`src/rtl/orb_pack_reader.sv`:
```
// orb_pack_reader: fetches one packet per request from the orbital buffer
// (1-cycle-latency synchronous RAM) and streams it word by word over a
// valid/ready handshake. Tracks the packet pointer like the writer does
// and flags words that break the {0, data[7:0], 000} format.
//
// Ports:
//   clk, rst        clock, asynchronous active-high reset
//   req             packet request pulse
//   SW              asynchronous restart toggle (synchronised internally)
//   rdData          RAM read data, valid the cycle after RdEn
//   RdEn, RdAddr    registered RAM read port controls
//   oWord, oByte    presented word and its data byte oWord[10:3]
//   oChan           0 = channel 1 (even word), 1 = channel 2 (odd word)
//   oValid, iReady  output stream handshake
//   busy            packet in progress
//   packDone        pulse after the last word of a packet is accepted
//   ovrErr          pulse when req arrives while busy
//   fmtErr          pulse when a captured word is malformed
module orb_pack_reader #(
  parameter int unsigned ADDR_W     = 11,
  parameter int unsigned PACK_WORDS = 32,
  parameter int unsigned PACKS      = 64
) (
  input  logic              clk,
  input  logic              rst,
  input  logic              req,
  input  logic              SW,
  input  logic [11:0]       rdData,
  output logic              RdEn,
  output logic [ADDR_W-1:0] RdAddr,
  output logic [11:0]       oWord,
  output logic [7:0]        oByte,
  output logic              oChan,
  output logic              oValid,
  input  logic              iReady,
  output logic              busy,
  output logic              packDone,
  output logic              ovrErr,
  output logic              fmtErr
);

  localparam int unsigned IDX_W = $clog2(PACK_WORDS);
  localparam int unsigned PTR_W = $clog2(PACKS);

  typedef enum logic [1:0] {
    IDLE    = 2'd0,
    WAIT    = 2'd1,
    CAPTURE = 2'd2,
    PRESENT = 2'd3
  } state_t;

  state_t           state;
  logic [PTR_W-1:0] cntPack;
  logic [IDX_W-1:0] idx;

  // SW synchroniser, previous-value register and post-reset arm flag
  logic swMeta;
  logic swSync;
  logic swOld;
  logic armed;
  logic swChg;

  // swOld only becomes meaningful once it has loaded swSync after reset
  assign swChg = armed && (swSync != swOld);

  // oByte is a slice of the registered word, so it is registered too
  assign oByte = oWord[10:3];

  always_ff @(posedge clk or posedge rst) begin
    if (rst) begin
      swMeta <= 1'b0;
      swSync <= 1'b0;
      swOld  <= 1'b0;
      armed  <= 1'b0;
    end else begin
      swMeta <= SW;
      swSync <= swMeta;
      swOld  <= swSync;
      armed  <= 1'b1;
    end
  end

  // Packet fetch / present FSM with registered outputs
  always_ff @(posedge clk or posedge rst) begin
    if (rst) begin
      state    <= IDLE;
      cntPack  <= '0;
      idx      <= '0;
      RdEn     <= 1'b0;
      RdAddr   <= '0;
      oWord    <= '0;
      oChan    <= 1'b0;
      oValid   <= 1'b0;
      busy     <= 1'b0;
      packDone <= 1'b0;
      ovrErr   <= 1'b0;
      fmtErr   <= 1'b0;
    end else begin
      packDone <= 1'b0;
      ovrErr   <= 1'b0;
      fmtErr   <= 1'b0;

      if (swChg) begin
        // Restart wins over req and handshake; a coincident req is dropped
        state   <= IDLE;
        cntPack <= '0;
        idx     <= '0;
        RdEn    <= 1'b0;
        oValid  <= 1'b0;
        busy    <= 1'b0;
      end else begin
        if (req && (state != IDLE)) begin
          ovrErr <= 1'b1;
        end

        case (state)
          IDLE: begin
            if (req) begin
              RdAddr <= ADDR_W'({cntPack, IDX_W'(0)});
              RdEn   <= 1'b1;
              idx    <= '0;
              busy   <= 1'b1;
              state  <= WAIT;
            end
          end

          WAIT: begin
            RdEn  <= 1'b0;
            state <= CAPTURE;
          end

          CAPTURE: begin
            oWord  <= rdData;
            oChan  <= idx[0];
            oValid <= 1'b1;
            fmtErr <= rdData[11] | (|rdData[2:0]);
            state  <= PRESENT;
          end

          PRESENT: begin
            if (iReady) begin
              oValid <= 1'b0;
              if (idx == IDX_W'(PACK_WORDS - 1)) begin
                cntPack  <= cntPack + PTR_W'(1);
                packDone <= 1'b1;
                busy     <= 1'b0;
                state    <= IDLE;
              end else begin
                idx    <= idx + IDX_W'(1);
                RdAddr <= ADDR_W'({cntPack, idx + IDX_W'(1)});
                RdEn   <= 1'b1;
                state  <= WAIT;
              end
            end
          end

          default: state <= IDLE;
        endcase
      end
    end
  end

endmodule
```
`config.mk`:
```
export PLATFORM = sky130hd
export DESIGN_NAME = orb_pack_reader
export DESIGN_NICKNAME = d
export VERILOG_FILES = /design/src/rtl/orb_pack_reader.sv
export SDC_FILE = /design/constraint.sdc
export NUM_CORES = 1
export LEC_CHECK = 0
export ABC_AREA = 1
export CORE_ASPECT_RATIO = 1.2
export CORE_MARGIN = 2
export CORE_UTILIZATION = 53
export CTS_CLUSTER_DIAMETER = 100
export CTS_CLUSTER_SIZE = 10
export DETAILED_ROUTE_END_ITERATION = 12
export PLACE_DENSITY = 0.9
export RECOVER_POWER = 100
export SETUP_SLACK_MARGIN = 0.02
export SLEW_MARGIN = 20
export SYNTH_ARGS = -nofsm -noshare
export SYNTH_HDL_FRONTEND = slang
export SYNTH_SLANG_ARGS = --single-unit
```
`constraint.sdc`:
```
create_clock -name clk -period 3.7 [get_ports clk]
set_input_delay 0.555 -clock clk [delete_from_list [all_inputs] [get_ports clk]]
set_output_delay 0.555 -clock clk [all_outputs]
set_load 0.02 [all_outputs]
```
==> results of run 1 <==
per-stage QoR:
step,worst slack (ns),cells
2_1_floorplan,2.03,254
3_3_place_gp,1.44,345
3_5_place_dp,1.36,345
4_1_cts,1.50,353
5_1_grt,1.06,353
6_report,1.50,353
power groups by stage:
stage | clock network, uW | logic (uW) | registers [uW]
floorplan | 0 | 509 | 829
detailed placement | 0 | 921 | 720
global placement | 0 | 892 | 714
global route | 401 | 919 | 720
CTS | 382 | 925 | 711
finish | 375 | 836 | 704
cell families (layout without fill, tap and decap cells):
| logic type | Yosys count | count (layout) | synth area share [%] |
|---|---|---|---|
| adders and majority gates | 9 | 9 | 5.02 |
| DFF | 47 | 47 | 52.4 |
| and+or+nand+nor | 119 | 119 | 24.2 |
| AOI/OAI and AO/OA | 40 | 40 | 9.14 |
| other | 1 | 1 | 0.167 |
| buffers and inverters | 38 | 83 | 9.03 |
final timing paths:
check	startpoint	slack [ns]	to	cells after the start
min reg2reg	swMeta	0.35	swSync	0
max reg2reg	idx[0]	1.52	RdAddr[0]	7
min	swMeta	0.35	swSync	0
min in group asynchronous	rst	1.22	fmtErr	2
max in group clk	idx[0]	1.52	RdAddr[0]	7
max	rst	1.50	RdAddr[7]	2
layout by cell type (no fill, tap or decap):
| cell type | instances |
|---|---|
| inv_2 | 2 |
| clkbuf_8 | 5 |
| nand2_1 | 70 |
| nor3_1 | 2 |
| nand2_2 | 2 |
| o31ai_1 | 2 |
| clkdlybuf4s50_1 | 14 |
| inv_1 | 19 |
| nor2_1 | 17 |
| dlygate4sd3_1 | 40 |
| o21ai_0 | 21 |
| nand3_1 | 22 |
| or2_0 | 1 |
| a21oi_1 | 9 |
| nand2_4 | 1 |
| nor4_1 | 1 |
| nand3_4 | 1 |
| clkinv_4 | 1 |
| o21ai_1 | 8 |
| dfrtp_1 | 47 |
| ha_1 | 9 |
| clkinv_2 | 1 |
| conb_1 | 1 |
| bufinv_16 | 1 |
| nand4_1 | 2 |
final cells by class:
cell class              instances  share of cell area [%]
flip-flops and latches         47                    41.9
multi-input cells             169                    29.7
repair buffers                 54                    19.2
inverters                      21                    2.80
clock buffers                   5                    2.45
well taps                      54                    2.40
clock inverters                 3                    1.56
routing by layer:
layer | global-route usage (%) | vias up | wire [um]
li1 | - | 899 | -
met4 | 10.4 | 0 | 73
met2 | 37.1 | 45 | 2410
met5 | 0 | - | 0
met3 | 4.87 | 6 | 186
met1 | 23.9 | 871 | 1910
flip-flops by register name, indices dropped and copies added (netlist names), 2 cells and up:
| name | flops |
|---|---|
| idx | 5 |
| RdAddr | 11 |
| cntPack | 6 |
| state | 2 |
| oWord | 12 |
==> flow_summary.yaml, run 1 <==
routing:
  vias_per_cell: 5.16
  drc: 0
  wirelength_mm: 4.58
  drtPass1Iterations: 4
  ant_nets: 0
  vias: 1821
  drtIter0Drc: 102
  wl_per_cell_um: 13.0
outcome:
  violations: "max-capacitance violations, max-slew violations"
  status: "finished, violations left"
sta:
  fmax_ghz: 0.454
  period_share_pct: 59.6
  setup_violations: 0
  hold_viol: 0
  finClkSkew_ns: 0.00670
  rsz0062_at_grt: "no"
  drv_slew: 48
  tightest_slew_ns: 1.70
  fin_tns_setup_ns: 0
  maxSlewHeadroom_pct: -13.5
  period_minus_slack_ns: 2.20
  holdWs_ns: 0.354
synth:
  synth_area_leaders: "dfrtp_1, nand2_1, ha_1"
  yosysMostFrequentCell: "nand2_1"
  synth_common_cells: "nand2_1, dfrtp_1, nand3_1, o21ai_1, inv_1"
  synth_ff_type: "dfrtp_1"
  synth_top_area_share_pct: 52.4
  syn_area_um2: 2240
  seq_area_frac_synth_pct: 52.4
  ys_async_sr_fraction_pct: 100
  synth_cell_type_count: 25
  synth_edf_count: 0
  synth.avg_cell_area_um2: 8.84
  syn_inst: 254
  ys_seq_elements: 47
  ys_warn_count: 0
  syn_nets: 280
  synth_top_area_cell: "dfrtp_1"
floorplan:
  rows: 25
  dieArea_um2: 4770
  die_x_um: 63.4
  die_y_um: 75.3
  start_util_pct: 56.1
  ioPinCount: 55
  core_um2: 4000
critical_path:
  crit_path_end_kind: "asynchronous set/reset pin"
  slowest_delay_ns: 1.21
  crit_buf_inv: 2
  cpMaxStageDelayCell: "inv_1"
  critical_path_class: "primary input to asynchronous set/reset pin"
  arrival_ns: 2.31
  crit_chain: "dlygate4sd3_1 > inv_1"
  start_kind: "primary input"
  cp_max_fo: 47
  required_ns: 3.81
  critPathTopFamily: "buffers and inverters"
grt:
  grt_antenna_before_repair: 0
  grt_first_pass_wirelength_mm: 7.69
  grt_pass1_vias: 1774
  overflow: 0
  grtUsageTotal_pct: 20.8
  grt_max_degree: 48
power:
  intPower_uw: 1150
  switchingPower_uw: 770
  power_uw: 1920
  peakVddDrop_v: 0.000390
  netSwitchingFraction_pct: 40.2
  pwr-share-clk_pct: 19.6
  seq_power_share_pct: 36.8
  pwr-share-comb_pct: 43.6
  power.density_nw_per_um2: 682
  p_leak_uw: 0.00142
clock_tree:
  cts_buffers: 5
  postCtsHoldBufs: 0
  post_cts_buffers: 0
  clockRootBuffer: "clkbuf_8"
  postCtsResizedCells: 0
  tritoncts: "done"
  cts_sinks: 47
  cts.path.max_buffers: 2
  clk_pin_slew_worst_paths_ns: 0.09
  cts-htree-levels: 2
  worstSkewPairLatency_ns: 0.30
finish:
  fin_area_um2: 2810
  num-fill-cells: 337
  synthToLayoutAreaGrowth_pct: 25.2
  diodes: 0
  post-route-util_pct: 70.2
  nets: 324
  multi_input_area_um2: 835
  seq_area_um2: 1180
  drive_gt1_share_pct: 4.68
placement:
  hpwl_mm: 3.32
  place_congestion: 0.811
  port_buffers: 54
  dpl_cell_area_um2: 2730
min_path:
  hold_path.class: "flip-flop to flip-flop"
flow_run:
  maxCapViolCount: 1
(Power assumes the default switching activity.)
==> run 2, diff against run 1 <==
CORE_UTILIZATION = 49   (was 53)
PLACE_DENSITY = 0.84   (was 0.9)
clock period = 2.2 ns   (was 3.7 ns; I/O delays follow)
==> flow_summary.yaml, run 2 (same netlist as run 1, synthesis figures left out) <==
outcome:
  status: "finished clean"
clock_tree:
  tritoncts: "done"
  clk_pin_slew_worst_paths_ns: 0.09
  postCtsResizedCells: 0
  worstSkewPairLatency_ns: 0.30
  post_cts_buffers: 0
  postCtsHoldBufs: 0
  cts_sinks: 47
  cts.path.max_buffers: 2
  cts-htree-levels: 2
  clockRootBuffer: "clkbuf_8"
  cts_buffers: 5
grt:
  grt_first_pass_wirelength_mm: 7.29
  overflow: 0
  grt_antenna_before_repair: 0
  grt_pass1_vias: 1643
  grtUsageTotal_pct: 18.4
  grt_max_degree: 33
sta:
  setup_violations: 0
  period_share_pct: 88.0
  period_minus_slack_ns: 1.94
  fmax_ghz: 0.517
  holdWs_ns: 0.357
  hold_viol: 0
  drv_slew: 0
  rsz0062_at_grt: "no"
  maxSlewHeadroom_pct: 41.6
  tightest_slew_ns: 0.874
  finClkSkew_ns: 0.00980
  fin_tns_setup_ns: 0
min_path:
  hold_path.class: "flip-flop to flip-flop"
placement:
  hpwl_mm: 3.28
  port_buffers: 54
  place_congestion: 0.775
routing:
  vias: 1822
  wl_per_cell_um: 12.6
  ant_nets: 0
  drtIter0Drc: 92
  wirelength_mm: 4.51
  drtPass1Iterations: 4
  drc: 0
  vias_per_cell: 5.08
finish:
  num-fill-cells: 374
  most-common-layout-cells: "nand2_1, dfrtp_1, dlygate4sd3_1, o21ai_0, nand3_1"
  layout_commonest_cell: "nand2_1"
  regMostFlops: "oWord"
  largest_reg_flops: 12
  post-route-util_pct: 65.3
  diodes: 0
  synthToLayoutAreaGrowth_pct: 25.9
  reg_top3: "oWord (12), RdAddr (11), cntPack (6)"
  drive_gt1_share_pct: 5.94
  nets: 328
critical_path:
  start_kind: "flip-flop"
  required_ns: 2.40
  critical_path_class: "flip-flop to flip-flop"
  crit_path_end_kind: "flip-flop"
  cp_max_fo: 22
  arrival_ns: 2.13
power:
  peakVddDrop_v: 0.000610
  power.density_nw_per_um2: 1110
  p_leak_uw: 0.00143
floorplan:
  rows: 26
  ioPinCount: 55
  die_y_um: 78.1
  core_um2: 4330
  dieArea_um2: 5140
  start_util_pct: 51.9
  die_x_um: 65.8
flow_run:
  maxCapViolCount: 0
[run 2: worst max-delay path, stage by stage (launching register included)]
cell      delay (ns)
dfrtp_1         0.45
ha_1            0.25
nand2_1         0.06
nor2_1          0.05
ha_1            0.20
o21ai_1         0.13
nand3_1         0.08
clkbuf_2        0.31
o31ai_1         0.30
[run 2: power breakdown]
part	switching, uW	internal, uW	total [uW]
clock network	293	221	515
registers	124	1060	1180
logic	886	562	1450
[run 2: worst paths after layout]
check / startpoint / end / slack [ns] / depth (start not counted)
max: idx[0] / RdAddr[0] / 0.26 / 8
min: swMeta / swSync / 0.36 / 0
max reg2reg: idx[0] / RdAddr[0] / 0.26 / 8
min reg2reg: swMeta / swSync / 0.36 / 0
max in group asynchronous: rst / oValid / 0.44 / 3
min in group asynchronous: rst / oWord[1] / 0.65 / 2
[run 2: routing by layer]
layer / vias to the layer above / routed length, um / global-route usage, %
met5: - / 0 / 0
met4: 0 / 91 / 7.50
met3: 11 / 272 / 4.58
met2: 62 / 2210 / 30.5
met1: 847 / 1930 / 22.6
li1: 902 / - / -
[run 2: area by class of cell]
type	instances	area (um2)	area share, %
clock buffer	5	68.8	2.44
clock inverter	3	20.0	0.709
inverter	21	78.8	2.79
multi-input combinational	169	851	30.1
sequential	47	1180	41.6
tap	56	70.1	2.48
timing repair buffer	58	561	19.8
[run 2: stage by stage]
step / instance area (um2) / setup WS [ns] / std cells / total power [uW]
floorplan: 2240 / 0.596 / 254 / 2250
global placement: 2760 / 0.480 / 351 / 2740
detailed placement: 2760 / 0.393 / 351 / 2780
CTS: 2850 / 0.367 / 359 / 3300
global route: 2830 / 0.0798 / 359 / 3360
finish: 2830 / 0.265 / 359 / 3140
==> run 3, diff against run 2 <==
ABC_AREA = unset   (was 1)
PLACE_DENSITY = 0.85   (was 0.84)
==> flow_summary.yaml, run 3 <==
outcome:
  status: "finished clean"
synth:
  yosys.area_share.simple_pct: 9.89
  synthXorXnorAreaFrac_pct: 2.40
  synth_fa_ha_area_share_pct: 5.14
  ys_seq_elements: 47
  synth_ff_type: "dfrtp_1"
  ys_async_sr_fraction_pct: 100
  syn_nets: 199
  synth_edf_count: 0
  synth_area_leaders: "dfrtp_1, mux2_2, mux2_4"
  synth.avg_cell_area_um2: 12.7
  synth_top_area_share_pct: 53.7
  yosysMostFrequentCell: "dfrtp_1"
  synth_top_area_cell: "dfrtp_1"
  syn_inst: 173
  synth-compound-area-share_pct: 4.97
  synth_top_family_by_area: "multiplexers"
  ys_warn_count: 0
  synth_cell_type_count: 34
  syn_area_um2: 2190
  seq_area_frac_synth_pct: 53.7
  synth_common_cells: "dfrtp_1, mux2_2, nor2_1, ha_1, mux2_4"
  synthMuxAreaShare_pct: 17.0
critical_path:
  cp_max_fo: 11
  r2r_slack_ns: 0.12
  required_ns: 2.38
  reg2reg_from: "idx[0]"
  start_kind: "flip-flop"
  timing.rr.end: "RdAddr[8]"
  r2r_cells: 8
  crit_path_end_kind: "flip-flop"
  critical_path_class: "flip-flop to flip-flop"
  arrival_ns: 2.26
placement:
  place_congestion: 0.792
  hpwl_mm: 2.70
  post-place-ws_ns: 0.0932
  port_buffers: 54
routing:
  ant_nets: 0
  drtPass1Iterations: 4
  wirelength_mm: 3.73
  vias: 1378
  drtIter0Drc: 75
  vias_per_cell: 4.90
  wl_per_cell_um: 13.3
  drc: 0
grt:
  overflow: 0
  grt_first_pass_wirelength_mm: 6.27
  grtUsageMet3_pct: 4.84
  grtUsageTotal_pct: 16.5
  grt_busiest_layer: "met2"
  grt_util_met1_pct: 20.6
  grt_pass1_vias: 1347
  grt_max_degree: 48
  met2_usage_pct: 26.0
  grt_antenna_before_repair: 0
finish:
  multi_input_area_um2: 837
  most-common-layout-cells: "dfrtp_1, dlygate4sd3_1, nor2_1, mux2_2, clkdlybuf4s50_1"
  layout_commonest_cell: "dfrtp_1"
  reg_top3: "oWord (12), RdAddr (11), cntPack (6)"
  largest_reg_flops: 12
  post-route-util_pct: 65.2
  regMostFlops: "oWord"
  synthToLayoutAreaGrowth_pct: 27.9
  diodes: 0
  seq_area_um2: 1180
  nets: 250
  num-fill-cells: 370
  drive_gt1_share_pct: 14.2
sta:
  final.setup.worst_slack_ns: 0.118
  finClkSkew_ns: 0.00519
  drv_slew: 0
  maxSlewHeadroom_pct: 26.3
  period_share_pct: 94.7
  hold_viol: 0
  tightest_slew_ns: 1.11
  fmax_ghz: 0.480
  rsz0062_at_grt: "no"
  period_minus_slack_ns: 2.08
  setup_violations: 0
  fin_tns_setup_ns: 0
  holdWs_ns: 0.365
floorplan:
  die_y_um: 77.2
  start_util_pct: 51.0
  die_x_um: 65.0
  rows: 26
  dieArea_um2: 5020
  ioPinCount: 55
  core_um2: 4290
power:
  p_leak_uw: 0.00136
  peakVddDrop_v: 0.000597
  power_uw: 3270
  power.density_nw_per_um2: 1170
clock_tree:
  cts_sinks: 47
  postCtsHoldBufs: 0
  clk_pin_slew_worst_paths_ns: 0.08
  worstSkewPairLatency_ns: 0.29
  cts.path.max_buffers: 2
  cts-htree-levels: 2
  tritoncts: "done"
  clockRootBuffer: "clkbuf_8"
  cts_buffers: 5
flow_run:
  maxCapViolCount: 0
min_path:
  hold_end: "swSync"
  hold_path.class: "flip-flop to flip-flop"
  holdPathStages: 0
  min_from: "swMeta"
==> run 3: cell count changes in the layout (fill, tap and decap cells not counted), moves of 3 or more <==
| cell | before | now |
|---|---|---|
| mux2_2 | 0 | 14 |
| nand3_1 | 22 | 2 |
| and3_1 | 0 | 3 |
| mux2_1 | 0 | 9 |
| o21ai_1 | 6 | 0 |
| nand2_1 | 69 | 6 |
| nand2b_1 | 0 | 3 |
| nor2b_1 | 0 | 4 |
| mux2i_1 | 0 | 8 |
| xor2_1 | 0 | 5 |
| o21ai_0 | 23 | 2 |
| a21oi_1 | 9 | 5 |
| inv_1 | 19 | 5 |
==> run 3: logic make-up (layout without fill, tap and decap cells) <==
group | after synthesis | in the layout
AND/OR/NAND/NOR | 42 | 42
flip-flops | 47 | 47
adder cells (fa/ha/maj) | 9 | 9
buffers and inverters | 22 | 74
other | 1 | 1
multiplexers | 31 | 31
AO/OA/AOI/OAI | 15 | 15
XOR/XNOR | 6 | 6
==> run 3: final cells by class <==
class	count	share of cell area (%)
Multi-Input combinational cell	104	29.9
Timing Repair Buffer	60	20.6
Clock buffer	6	2.95
Clock inverter	2	1.25
Sequential cell	47	42.0
Tap cell	56	2.50
Inverter	6	0.804
==> run 3: critical path: stages, from the launching register on <==
cell	delay (ns)
dfrtp_2	0.44
ha_1	0.23
and3_1	0.17
ha_1	0.19
nand2b_1	0.20
a21oi_2	0.19
nand2_1	0.07
buf_4	0.19
mux2_2	0.28
==> run 3: power by group <==
part	total [uW]	switching (uW)	internal, uW
clock network	636	269	367
registers	1170	116	1060
logic	1460	773	692
total	3270	1160	2120
==> run 3: layer usage <==
layer	part of all wire [%]	wire length (um)
met1	43	1600
met4	2.7	99
met5	0	0
met2	48	1780
met3	6.6	247
==> run 3: worst max path at each step <==
stage                       from   endpoint  depth (start not counted)
after detailed placement  idx[0]  RdAddr[5]                          8
after CTS                 idx[0]  RdAddr[5]                          8
after global routing      idx[0]  RdAddr[0]                          8
after floorplan           idx[0]  RdAddr[0]                          8
final                     idx[0]  RdAddr[8]                          8
after global placement    idx[0]  RdAddr[7]                          8
==> run 3: per-stage QoR <==
| step | cell area (um2) | std cells |
|---|---|---|
| 3_5_place_dp | 2710 | 272 |
| 3_3_place_gp | 2710 | 272 |
| 2_1_floorplan | 2190 | 173 |
| 5_1_grt | 2800 | 281 |
| 6_report | 2800 | 281 |
| 4_1_cts | 2830 | 280 |
==> run 3: what timing repair did <==
item | in CTS | in global routing
setup endpoints to repair | 0 | 15
buffers inserted | 0 | 1
gates resized for setup | 0 | 2
